`src/rtl/dnn_arith_pkg.sv`:
```
// Shared arithmetic definitions for the DNN datapath blocks.
// Divider FSM encoding and signed saturation limits.
package dnn_arith_pkg;

    localparam logic [2:0] ST_IDLE = 3'd0;
    localparam logic [2:0] ST_NORM = 3'd1;
    localparam logic [2:0] ST_ITER = 3'd2;
    localparam logic [2:0] ST_FIX  = 3'd3;
    localparam logic [2:0] ST_DONE = 3'd4;

    typedef enum logic [2:0] {
        IDLE = ST_IDLE,
        NORM = ST_NORM,
        ITER = ST_ITER,
        FIX  = ST_FIX,
        DONE = ST_DONE
    } div_state_e;

    function automatic logic [63:0] sat_max(input int unsigned n);
        return (64'd1 << (n - 1)) - 64'd1;
    endfunction

    function automatic logic [63:0] sat_min(input int unsigned n);
        return 64'd1 << (n - 1);
    endfunction

endpackage

```
`src/rtl/div_restore_step.sv`:
```
// One restoring-division step: shift in a dividend bit, trial-subtract |b|.
// The top remainder bit folds into the compare so the step stays exact.
module div_restore_step #(
    parameter int N = 16
) (
    input  logic [N:0]   rem_i,
    input  logic [N-1:0] div_i,
    input  logic         bit_i,
    output logic [N:0]   rem_o,
    output logic         q_o
);

    logic [N:0] shifted;
    logic [N:0] div_ext;

    assign shifted = {rem_i[N-1:0], bit_i};
    assign div_ext = {1'b0, div_i};
    assign q_o     = rem_i[N] | (shifted >= div_ext);
    assign rem_o   = q_o ? (shifted - div_ext) : shifted;

endmodule

```
`src/rtl/div_piped_seq.sv`:
```
// Sequential signed fixed-point divider, one quotient bit per cycle.
// Valid/ready on both sides; a single operation in flight.
module div_piped_seq
    import dnn_arith_pkg::*;
#(
    parameter int N    = 16,
    parameter int FRAC = 0
) (
    input  logic         clk,
    input  logic         rst_n,
    input  logic         in_valid,
    output logic         in_ready,
    input  logic [N-1:0] a_in,
    input  logic [N-1:0] b_in,
    output logic         out_valid,
    input  logic         out_ready,
    output logic [N-1:0] y_out,
    output logic [N-1:0] rem_out,
    output logic         div_zero
);

    localparam int W  = N + FRAC;
    localparam int CW = $clog2(W + 1);

    localparam logic [63:0]  MAX64 = sat_max(N);
    localparam logic [63:0]  MIN64 = sat_min(N);
    localparam logic [N-1:0] Y_MAX = MAX64[N-1:0];
    localparam logic [N-1:0] Y_MIN = MIN64[N-1:0];
    localparam logic [W-1:0] LIM_P = MAX64[W-1:0];
    localparam logic [W-1:0] LIM_N = MIN64[W-1:0];

    div_state_e state_q, state_d;

    logic [CW-1:0] cnt_q, cnt_d;
    logic [N-1:0]  a_q, a_d;
    logic [N-1:0]  b_q, b_d;
    logic [N-1:0]  bmag_q, bmag_d;
    logic [W-1:0]  dq_q, dq_d;
    logic [N:0]    rem_q, rem_d;
    logic          neg_q, neg_d;
    logic          dz_q, dz_d;
    logic [N-1:0]  y_q, y_d;
    logic [N-1:0]  r_q, r_d;
    logic          z_q, z_d;

    logic [N-1:0] amag;
    logic [N-1:0] bmag;
    logic [N-1:0] rmag;
    logic [N:0]   step_rem;
    logic         step_q;

    assign amag = a_q[N-1] ? -a_q : a_q;
    assign bmag = b_q[N-1] ? -b_q : b_q;
    assign rmag = rem_q[N-1:0];

    // Dividend bits leave at the MSB while quotient bits enter at the LSB.
    div_restore_step #(.N(N)) u_step (
        .rem_i (rem_q),
        .div_i (bmag_q),
        .bit_i (dq_q[W-1]),
        .rem_o (step_rem),
        .q_o   (step_q)
    );

    always_comb begin
        state_d = state_q;
        cnt_d   = cnt_q;
        a_d     = a_q;
        b_d     = b_q;
        bmag_d  = bmag_q;
        dq_d    = dq_q;
        rem_d   = rem_q;
        neg_d   = neg_q;
        dz_d    = dz_q;
        y_d     = y_q;
        r_d     = r_q;
        z_d     = z_q;
        unique case (state_q)
            IDLE: begin
                if (in_valid) begin
                    a_d     = a_in;
                    b_d     = b_in;
                    state_d = NORM;
                end
            end
            NORM: begin
                dq_d    = W'(amag) << FRAC;
                bmag_d  = bmag;
                neg_d   = a_q[N-1] ^ b_q[N-1];
                rem_d   = '0;
                cnt_d   = CW'(W - 1);
                dz_d    = (b_q == '0);
                state_d = (b_q == '0) ? FIX : ITER;
            end
            ITER: begin
                rem_d = step_rem;
                dq_d  = {dq_q[W-2:0], step_q};
                if (cnt_q == '0) begin
                    state_d = FIX;
                end else begin
                    cnt_d = cnt_q - CW'(1);
                end
            end
            FIX: begin
                if (dz_q) begin
                    y_d = a_q[N-1] ? Y_MIN : Y_MAX;
                    r_d = a_q;
                    z_d = 1'b1;
                end else begin
                    if (neg_q) begin
                        y_d = (dq_q > LIM_N) ? Y_MIN : -dq_q[N-1:0];
                    end else begin
                        y_d = (dq_q > LIM_P) ? Y_MAX : dq_q[N-1:0];
                    end
                    r_d = a_q[N-1] ? -rmag : rmag;
                    z_d = 1'b0;
                end
                state_d = DONE;
            end
            DONE: begin
                if (out_ready) begin
                    state_d = IDLE;
                end
            end
            default: state_d = IDLE;
        endcase
    end

    always_ff @(posedge clk or negedge rst_n) begin
        if (!rst_n) begin
            state_q <= IDLE;
            cnt_q   <= '0;
            a_q     <= '0;
            b_q     <= '0;
            bmag_q  <= '0;
            dq_q    <= '0;
            rem_q   <= '0;
            neg_q   <= 1'b0;
            dz_q    <= 1'b0;
            y_q     <= '0;
            r_q     <= '0;
            z_q     <= 1'b0;
        end else begin
            state_q <= state_d;
            cnt_q   <= cnt_d;
            a_q     <= a_d;
            b_q     <= b_d;
            bmag_q  <= bmag_d;
            dq_q    <= dq_d;
            rem_q   <= rem_d;
            neg_q   <= neg_d;
            dz_q    <= dz_d;
            y_q     <= y_d;
            r_q     <= r_d;
            z_q     <= z_d;
        end
    end

    assign in_ready  = (state_q == IDLE);
    assign out_valid = (state_q == DONE);
    assign y_out     = y_q;
    assign rem_out   = r_q;
    assign div_zero  = z_q;

endmodule

```
`config.mk`:
```
export PLATFORM = sky130hd
export DESIGN_NAME = div_piped_seq
export DESIGN_NICKNAME = d
export VERILOG_FILES = /design/src/rtl/dnn_arith_pkg.sv /design/src/rtl/div_restore_step.sv /design/src/rtl/div_piped_seq.sv
export SDC_FILE = /design/constraint.sdc
export NUM_CORES = 1
export LEC_CHECK = 0
export ABC_AREA = 1
export CORE_MARGIN = 4
export CORE_UTILIZATION = 59
export DETAILED_ROUTE_END_ITERATION = 7
export PLACE_DENSITY = 0.87
export SLEW_MARGIN = 20
export SYNTH_ARGS = -nofsm -noshare
export SYNTH_HDL_FRONTEND = slang
export SYNTH_HIERARCHICAL = 1
export SYNTH_SLANG_ARGS = --single-unit
```
`constraint.sdc`:
```
create_clock -name clk -period 2.6 [get_ports clk]
set_clock_uncertainty 0.1 [all_clocks]
set_input_delay 0.65 -clock clk [delete_from_list [all_inputs] [get_ports clk]]
set_output_delay 0.65 -clock clk [all_outputs]
set_load 0.1 [all_outputs]
```
==> run metrics <==
via count=8,011; Synth Area in Simple Gates=32.5%; sequential share of the synthesized area=38.7%; Fin. Hold Viols=0; Final ANT Viol Nets=0; Area contributors post-synth=dfrtp_1 (39%), nand2_1 (18%), inv_1 (7.3%); All-Layer GR Usage=28.2%; H-tree lvl count=4; buffer and inverter count on the worst path=0; cts repair resizes=1; leading cell types by count after synthesis=nand2_1 (382), inv_1 (155), dfrtp_1 (124); GR Overflow Total=0; antenna violations before repair=0; syn avg cell area=6.84 sq um; synthesized area=0.00801 sq mm; share of cells above drive strength 1=9.10%; fmax=411 MHz; Final #Nets=1,298; xor/xnor cell area share of the yosys netlist=2.73%; Post-synth EDFFs=0; main combinational cell family by area after synthesis=simple AND/OR/NAND/NOR gates; startpoint types=flip-flop; Setup Buffers After CTS=0; hold_buf cts=0; post-synthesis mux area share=0.422%; Crit Path Category=reg -> reg; FP Rows=42; Clock Path Buffers=2; Remaining DRCs=0; most common flop cell mapped by yosys=dfrtp_1; post-DP HPWL=15.8 mm; cell mode on critical path=nand2_1; Synth Area in Adders=3.53%; slowest CP cell=dfrtp_1; Routed WL per cell=15.2 um; fin crit period=2.43 ns; worst-skew pair later-pin latency=0.42 ns; Critical Path AT=2.62 ns; CTS Buf Count=17; Final setup viols=0; Initial Util=60.3%; period utilisation layout=93.5%; cell taking the most area after synthesis=dfrtp_1; syn_nets=1,230; setup TNS=0 ns; Area growth, synth to finish=17.8%; Die Area=0.0155 sq mm; Die Span Y=125 um; slew margin rel.=51.9%; min-delay worst type=in -> async; CTS tree=yes; CP Max Fanout=18; synth warn=6; Syn Inst Count=1,172; RSZ-0062 raised after global routing=no; first-pass GRT wire length=36.1 mm; Reg clk slew, reported paths=0.06 ns; ANT cells=0; Slew Viols, Final=0; Crit path max-delay family=simple AND/OR/NAND/NOR gates; gp weighted congestion=0.935; wirelength, routed=21.7 mm; most frequent cell after synthesis=nand2_1; 1st-pass router iterations=7; Inst Count DP=1,397; status=finished, final reports clean; maxcap violations=0; core area=0.0133 sq mm; crit path cell chain=ha_1 > nand2_1 > nor2_1 > nand2_1 > nor2_1 > nor2_4 > nand2_4 > nand2_1 > nand2_1 > nand2_1 > o21ai_0; hold_ws=0.129 ns; flop and latch count out of synthesis=124; root buf cell=clkbuf_16; largest net degree at the start of global routing=44; top-area cell type share of the netlist area=38.7%; clock sinks=124; fraction of registers with async set/reset=100%; number of global-route vias before repair=7,558; die width=125 um; slew of the pin with the lowest slew margin=0.717 ns; reg2reg setup slack=0.17 ns; Layout Utilization=71.0%; num ports=71; Compound-Gate Fraction of Synth Area=11.9%; slowest stage delay, CP=0.43 ns; buffers added on ports=70; final std cells w/o fill=1,429; crit path capture type=flip-flop; post-synth cell types=42; WP data required=2.79 ns; vias per cell=5.61; initial drt markers=950; # fillers=1,097
-- placed cells by master (no fill, tap or decap), types with 12 or more instances in the layout --
cell	instances
clkbuf_16	17
buf_4	51
o21ai_0	69
a21oi_1	60
inv_1	155
nand3_1	92
xor2_1	24
dfrtp_1	124
clkdlybuf4s50_1	34
ha_1	21
nand2_1	382
nor2_1	103
nor3_1	12
-- stage by stage --
| stage | setup WS (ns) | instance area, sq um |
|---|---|---|
| 4_1_cts | 0.238 | 9440 |
| 5_1_grt | 0.00775 | 9440 |
| 3_5_place_dp | 0.0247 | 8830 |
| 2_1_floorplan | 0.143 | 8020 |
| 6_report | 0.169 | 9440 |
| 3_3_place_gp | 0.0723 | 8830 |
-- cell type report --
| cell class | count | area [sq um] | share of cell area (%) |
|---|---|---|---|
| Clock inverter | 9 | 135 | 1.43 |
| Timing Repair Buffer | 89 | 803 | 8.51 |
| Multi-Input combinational cell | 847 | 4110 | 43.5 |
| Inverter | 161 | 604 | 6.40 |
| Sequential cell | 124 | 3100 | 32.9 |
| Clock buffer | 23 | 468 | 4.96 |
| Tap cell | 176 | 220 | 2.33 |
-- cells by family after synthesis --
kind of cell	Yosys count
adders and majority gates	22
muxes	3
and+or+nand+nor	624
DFF	124
xor gates and xnor gates	25
AOI/OAI and AO/OA	173
buffers and inverters	201
-- sequential cells by signal, summed over array words and instances, names as in the netlist --
name,count
div_zero,1
rem_out,16
y_out,16
dq_q,16
a_q,16
rem_q,17
b_q,16
cnt_q,5
bmag_q,16
neg_q,1
dz_q,1
state_q,3
-- final timing paths --
kind                                             from                     to  cells past startpoint
min in group clk                 cnt_q[0]$_DFFE_PN0P_   cnt_q[0]$_DFFE_PN0P_                      1
max in group asynchronous                       rst_n  bmag_q[5]$_DFFE_PN0P_                      2
worst min register to register   cnt_q[0]$_DFFE_PN0P_   cnt_q[0]$_DFFE_PN0P_                      1
worst min-delay path                            rst_n  y_out[12]$_DFFE_PN0P_                      1
worst max-delay path            rem_q[10]$_DFFE_PN0P_   rem_q[1]$_DFFE_PN0P_                     11
worst max register to register  rem_q[10]$_DFFE_PN0P_   rem_q[1]$_DFFE_PN0P_                     11
-- worst register-to-register path, delay by kind of cell, from the launching register on --
kind	cells	cell delay (ns)
AND/OR/NAND/NOR	9	1.31
flip-flops	1	0.43
adder cells (fa/ha/maj)	1	0.38
AO/OA/AOI/OAI	1	0.09
-- per-layer routing --
metal  track usage, %  vias to the layer above  wire [um]
met2             44.1                      454       9770
li1                 -                     3857          -
met5                0                        -          0
met4             10.8                        0        526
met1             38.7                     3656       9390
met3             5.87                       44       2050
Power is left out: the tool's default activity adds up to more than one toggle a clock period on the data nets, which glitch-free logic cannot reach.
